<file path="src/rtl/median_sort_ctrl_if.sv">
// Video timing in, filtered pixel stream out, for the median sort controller.
// The slave side is the controller; the master side is the surrounding pipeline.
interface median_sort_ctrl_if #(
  parameter int DW = 10
);
  logic          per_vsync;
  logic          per_href;
  logic          per_clken;
  logic [DW-1:0] center_in;
  logic [DW-1:0] median_in;
  logic          sort_en;
  logic          post_vsync;
  logic          post_href;
  logic          post_clken;
  logic [DW-1:0] post_data;
  logic          frame_done;
  logic          line_err;
  logic          frame_err;

  modport master (
    output per_vsync, per_href, per_clken, center_in, median_in,
    input  sort_en, post_vsync, post_href, post_clken, post_data,
           frame_done, line_err, frame_err
  );

  modport slave (
    input  per_vsync, per_href, per_clken, center_in, median_in,
    output sort_en, post_vsync, post_href, post_clken, post_data,
           frame_done, line_err, frame_err
  );
endinterface

</file>
<file path="src/rtl/median_sort_ctrl.sv">
// Sequencing controller for the 3x3 median sort tree: tracks pixel position,
// enables the tree, delay-matches side-band data and selects border/median output.
module median_sort_ctrl #(
  parameter int IMG_W = 640,
  parameter int IMG_H = 480,
  parameter int LAT   = 3,
  parameter int DW    = 10
) (
  input  logic              clk,
  input  logic              rst_n,
  median_sort_ctrl_if.slave bus
);
  localparam int CW = (IMG_W > 1) ? $clog2(IMG_W) : 1;
  localparam int RW = (IMG_H > 1) ? $clog2(IMG_H) : 1;
  localparam int FW = $clog2(LAT + 1);
  localparam logic [CW-1:0] COL_LAST = CW'(IMG_W - 1);
  localparam logic [RW-1:0] ROW_LAST = RW'(IMG_H - 1);

  typedef enum logic [1:0] {IDLE, FRAME, FLUSH, DONE} state_t;

  state_t          state;
  logic [CW-1:0]   col;
  logic [RW-1:0]   row;
  logic [FW-1:0]   flush_cnt;
  logic            vsync_q;
  logic            href_q;
  logic            sort_en;
  logic            frame_done;
  logic            line_err;
  logic            frame_err;

  logic            vs_rise;
  logic            href_fall;
  logic            acc;
  logic            border;

  logic [LAT-1:0]    vs_d;
  logic [LAT-1:0]    href_d;
  logic [LAT-1:0]    acc_d;
  logic [LAT-1:0]    border_d;
  logic [LAT*DW-1:0] center_d;

  assign vs_rise   = bus.per_vsync & ~vsync_q;
  assign href_fall = href_q & ~bus.per_href;
  assign acc       = bus.per_href & bus.per_clken & (state == FRAME);
  assign border    = (col == '0) | (col == COL_LAST) | (row == '0) | (row == ROW_LAST);

  always_ff @(posedge clk or negedge rst_n) begin
    if (!rst_n) begin
      state      <= IDLE;
      col        <= '0;
      row        <= '0;
      flush_cnt  <= '0;
      vsync_q    <= 1'b0;
      href_q     <= 1'b0;
      sort_en    <= 1'b0;
      frame_done <= 1'b0;
      line_err   <= 1'b0;
      frame_err  <= 1'b0;
    end else begin
      vsync_q    <= bus.per_vsync;
      href_q     <= bus.per_href;
      frame_done <= 1'b0;
      case (state)
        IDLE: begin
          if (vs_rise) begin
            col       <= '0;
            row       <= '0;
            line_err  <= 1'b0;
            frame_err <= 1'b0;
            sort_en   <= 1'b1;
            state     <= FRAME;
          end
        end
        FRAME: begin
          // A restarted frame keeps the tree running; only the position resets.
          if (vs_rise) begin
            frame_err <= 1'b1;
            col       <= '0;
            row       <= '0;
          end else if (acc) begin
            if (col == COL_LAST) begin
              col <= '0;
              if (row == ROW_LAST) begin
                flush_cnt <= FW'(LAT);
                state     <= FLUSH;
              end else begin
                row <= row + RW'(1);
              end
            end else begin
              col <= col + CW'(1);
            end
          end else if (href_fall && (col != '0)) begin
            // Short line: realign to the next line, row saturating at the last.
            line_err <= 1'b1;
            col      <= '0;
            if (row != ROW_LAST) begin
              row <= row + RW'(1);
            end
          end
        end
        FLUSH: begin
          flush_cnt <= flush_cnt - FW'(1);
          if (flush_cnt == FW'(1)) begin
            sort_en    <= 1'b0;
            frame_done <= 1'b1;
            state      <= DONE;
          end
        end
        DONE: begin
          state <= IDLE;
        end
        default: begin
          sort_en <= 1'b0;
          state   <= IDLE;
        end
      endcase
    end
  end

  // Shift-left delay lines: bit 0 takes the new sample, bit LAT-1 is the tap.
  always_ff @(posedge clk or negedge rst_n) begin
    if (!rst_n) begin
      vs_d     <= '0;
      href_d   <= '0;
      acc_d    <= '0;
      border_d <= '0;
      center_d <= '0;
    end else begin
      vs_d     <= (vs_d << 1) | LAT'(bus.per_vsync);
      href_d   <= (href_d << 1) | LAT'(bus.per_href);
      acc_d    <= (acc_d << 1) | LAT'(acc);
      border_d <= (border_d << 1) | LAT'(acc & border);
      center_d <= (center_d << DW) | (LAT*DW)'(bus.center_in);
    end
  end

  assign bus.sort_en    = sort_en;
  assign bus.frame_done = frame_done;
  assign bus.line_err   = line_err;
  assign bus.frame_err  = frame_err;
  assign bus.post_vsync = vs_d[LAT-1];
  assign bus.post_href  = href_d[LAT-1];
  assign bus.post_clken = acc_d[LAT-1];
  assign bus.post_data  = acc_d[LAT-1]
                        ? (border_d[LAT-1] ? center_d[LAT*DW-1 -: DW] : bus.median_in)
                        : '0;
endmodule

</file>
<file path="src/flat_wrapper.sv">
// flat-port wrapper written by rule: the top's interface ports become plain ports
module median_sort_ctrl_flat 
#(
  parameter int IMG_W = 640,
  parameter int IMG_H = 480,
  parameter int LAT   = 3,
  parameter int DW    = 10
)
  (clk, rst_n, bus_per_vsync, bus_per_href, bus_per_clken, bus_center_in, bus_median_in, bus_sort_en, bus_post_vsync, bus_post_href, bus_post_clken, bus_post_data, bus_frame_done, bus_line_err, bus_frame_err);
  median_sort_ctrl_if #(.DW(DW)) bus_i ();
  input  logic clk;
  input  logic rst_n;
  input wire logic [$bits(bus_i.per_vsync)-1:0] bus_per_vsync;
  input wire logic [$bits(bus_i.per_href)-1:0] bus_per_href;
  input wire logic [$bits(bus_i.per_clken)-1:0] bus_per_clken;
  input wire logic [$bits(bus_i.center_in)-1:0] bus_center_in;
  input wire logic [$bits(bus_i.median_in)-1:0] bus_median_in;
  output wire logic [$bits(bus_i.sort_en)-1:0] bus_sort_en;
  output wire logic [$bits(bus_i.post_vsync)-1:0] bus_post_vsync;
  output wire logic [$bits(bus_i.post_href)-1:0] bus_post_href;
  output wire logic [$bits(bus_i.post_clken)-1:0] bus_post_clken;
  output wire logic [$bits(bus_i.post_data)-1:0] bus_post_data;
  output wire logic [$bits(bus_i.frame_done)-1:0] bus_frame_done;
  output wire logic [$bits(bus_i.line_err)-1:0] bus_line_err;
  output wire logic [$bits(bus_i.frame_err)-1:0] bus_frame_err;
  assign bus_i.per_vsync = bus_per_vsync;
  assign bus_i.per_href = bus_per_href;
  assign bus_i.per_clken = bus_per_clken;
  assign bus_i.center_in = bus_center_in;
  assign bus_i.median_in = bus_median_in;
  assign bus_sort_en = bus_i.sort_en;
  assign bus_post_vsync = bus_i.post_vsync;
  assign bus_post_href = bus_i.post_href;
  assign bus_post_clken = bus_i.post_clken;
  assign bus_post_data = bus_i.post_data;
  assign bus_frame_done = bus_i.frame_done;
  assign bus_line_err = bus_i.line_err;
  assign bus_frame_err = bus_i.frame_err;
  median_sort_ctrl #(.IMG_W(IMG_W), .IMG_H(IMG_H), .LAT(LAT), .DW(DW)) u_core (.clk(clk), .rst_n(rst_n), .bus(bus_i));
endmodule
</file>
<file path="config.mk">
export PLATFORM = sky130hd
export DESIGN_NAME = median_sort_ctrl_flat
export DESIGN_NICKNAME = d
export VERILOG_FILES = /design/src/rtl/median_sort_ctrl_if.sv /design/src/rtl/median_sort_ctrl.sv /design/src/flat_wrapper.sv
export SDC_FILE = /design/constraint.sdc
export NUM_CORES = 1
export LEC_CHECK = 0
export CORE_MARGIN = 10
export CORE_UTILIZATION = 53
export CTS_BUF_LIST = sky130_fd_sc_hd__clkbuf_16
export DETAILED_ROUTE_END_ITERATION = 10
export HOLD_SLACK_MARGIN = 0.06
export PLACE_DENSITY = 0.77
export SLEW_MARGIN = 20
export SYNTH_ARGS = -nofsm -noshare
export SYNTH_HDL_FRONTEND = slang
export SYNTH_SLANG_ARGS = --single-unit
</file>
<file path="constraint.sdc">
create_clock -name clk -period 3.1 [get_ports clk]
set_input_delay 0.31 -clock clk [delete_from_list [all_inputs] [get_ports clk]]
set_output_delay 0.31 -clock clk [all_outputs]
set_load 0.02 [all_outputs]
</file>
==> run metrics <==
Worst Reg-to-Reg Cells 6; via count 2,016; CP required 3310 ps; Clock Latency Late Sink 320 ps; drt via density 5.38; Min Clock Period, post-route 2520 ps; Die X 93.7 um; Inserted Diodes 0; maximum fanout along the worst path 13; critical path cell sequence ha_1, and3_4, and4_1, nor2_2, or4_1, o41ai_1; layout cell share with drive strength beyond 1 8.20%; Worst Skew 3.62 ps; core area 5200 um^2; vias in the first global route 2,025; Mean Syn Cell Area 11.3 um^2; PD cells 705 nW/um^2; setup bufs post-CTS 0; Peak Freq 397 MHz; DR WL/cell 15.8 um; outcome complete, no violations; FP Rows 26; Worst path slowest cell or4_1; DRT Pass-1 Iters 4; largest net degree at the start of global routing 39; CTS Root Cell clkbuf_16; grt total ovfl 0; placed cell count 359; RSZ-0062 raised after global routing false; CP Depth 6; clock-pin slew on the worst setup and hold paths 50 ps; Area growth, synth to finish 25.7%; die area 8780 um^2; Die Y 93.7 um; most frequent cells in the layout 69 x dfrtp_1, 40 x clkdlybuf4s50_1, 21 x o21ai_0; gpl congestion 0.844; Yosys reg bits 69; layout net count 333; period utilization 81.2%; DRC violations left 0; CP Capture Type flip-flop; VDD IR-drop max 0.485 mV; Overall Global Routing Usage 14.2%; Setup violations, final 0; r2r setup slk 580 ps; WL final 5.91 mm; PostCTS Resize Cnt 0; H-tree Lvls 3; hold buffers post-CTS 0; setup TNS 0 ps; Leak 1.56 nW; Crit path max-delay family simple AND/OR/NAND/NOR gates; synth unique cells 38; number of routed nets with antenna violations 0; CP max stage delay 690 ps; critical path startpoint category flip-flop; CTS Buffer Depth 2; count of input and output buffers 41; cell count after synthesis 254; post-route total power 0.00255 W; initial drt markers 166; CTS Buf Count 9; critical path type reg2reg; final cell count without fillers 375; count of pins over their slew limit 0; initial core utilization 55.3%; Post-Syn Area 2880 um^2; I/O Pins 42; Seq/Total Area, Yosys 59.9%; Fillers 367; Slew @ Worst Pin 828 ps; Worst Path Buf+Inv 0; endpoints failing hold 0; critical path data arrival time 2720 ps; Net Count, Synth 287; total clock sinks 69; max_cap viols 0; Yosys warnings 0; global-route wire length before repair 9.93 mm; Hold Path Class in2async; CTS tree done; post-DP HPWL 4.14 mm; initial antenna violation count 0; Rel. slew slack 44.8%; most common cell after layout, fill and taps aside dfrtp_1
## cells by family (layout without fill, tap and decap cells)
family                   Yosys count  after routing  share of synthesized area [%]
AO/OA/AOI/OAI                     49             49                           10.8
XOR/XNOR                           1              1                          0.304
adder cells (fa/ha/maj)            8              8                           3.48
buffers and inverters             22             73                           3.21
flip-flops                        69             69                           59.9
multiplexers                      13             13                           4.56
AND/OR/NAND/NOR                   92             92                           17.7
## synthesized netlist by cell type, drive strengths merged
cell type | instances | area, um^2
dfrtp | 69 | 1730
o21ai | 21 | 105
nand2 | 20 | 75.1
nor2b | 13 | 81.3
mux2i | 12 | 120
nand3 | 12 | 60.1
inv | 11 | 41.3
clkbuf | 10 | 40.0
nor2 | 9 | 36.3
o41ai | 9 | 78.8
ha | 8 | 100
nand2b | 8 | 50.1
and3 | 7 | 48.8
nor3 | 7 | 40.0
a21oi | 6 | 30.0
o31ai | 5 | 37.5
or4 | 5 | 37.5
a31oi | 3 | 18.8
and2 | 2 | 12.5
nand4 | 2 | 12.5
nor4b | 2 | 17.5
a21boi | 1 | 7.51
a41oi | 1 | 8.76
and4 | 1 | 8.76
buf | 1 | 11.3
mux2 | 1 | 11.3
nand4b | 1 | 8.76
nor3b | 1 | 7.51
nor4 | 1 | 6.26
o221ai | 1 | 8.76
o22ai | 1 | 6.26
o32a | 1 | 10.0
or2 | 1 | 6.26
xor2 | 1 | 8.76
## worst reg2reg max path, stage by stage (launching register included)
cell and delay, ps:
dfrtp_1 380, ha_1 210, and3_4 220, and4_1 400, nor2_2 200, or4_1 700, o41ai_1 290
## sequential cells by signal, summed over array words and instances, names as in the netlist, 2 cells and up
name,count
u_core.center_d,30
u_core.col,10
u_core.row,9
u_core.acc_d,3
u_core.border_d,3
u_core.href_d,3
u_core.vs_d,3
u_core.flush_cnt,2
u_core.state,2
## through the flow
step                      cell area [um^2]  hold slack, ps  utilization (%)  setup slack, ps
after detailed placement              3360             335             64.5              542
after floorplan                       2880            14.4                -              968
final                                 3620            90.6             69.5              582
after CTS                             3620             131             69.5              588
after global placement                3360             332             64.5              644
after global routing                  3620             156             69.5              417
## cell type report
class / count / area, um^2 / share of cell area, %
sequential: 69 / 1730 / 47.7
clock inverter: 7 / 35.0 / 0.968
inverter: 11 / 41.3 / 1.14
multi-input combinational: 163 / 1060 / 29.3
timing repair buffer: 46 / 443 / 12.2
clock buffer: 9 / 225 / 6.22
tap: 70 / 87.6 / 2.42
## per-layer routing
metal	global-route usage [%]	up-vias	part of all wire, %
met1	17.7	954	45
met3	3.36	7	5.4
li1	-	995	-
met2	23.0	60	49
met4	6.46	0	0.83
met5	0	-	0
## report_power, final
part	internal [W]	total [W]	switching [W]
logic	0.000279	0.000612	0.000333
clock network	0.000528	0.000871	0.000343
registers	0.00100	0.00107	0.0000680
total	0.00181	0.00255	0.000743
## path summary, 6_finish.rpt
kind	start	end
max	u_core.col[0]$_DFFE_PN0P_	u_core.row[5]$_DFFE_PN0P_
min	rst_n	u_core.row[5]$_DFFE_PN0P_
min reg2reg	u_core.border_d[1]$_DFF_PN0_	u_core.border_d[2]$_DFF_PN0_
min in group clk	u_core.border_d[1]$_DFF_PN0_	u_core.border_d[2]$_DFF_PN0_
max in group asynchronous	rst_n	u_core.row[0]$_DFFE_PN0P_
max reg2reg	u_core.col[0]$_DFFE_PN0P_	u_core.row[5]$_DFFE_PN0P_
No activity file was read; power rests on OpenSTA's default activity.
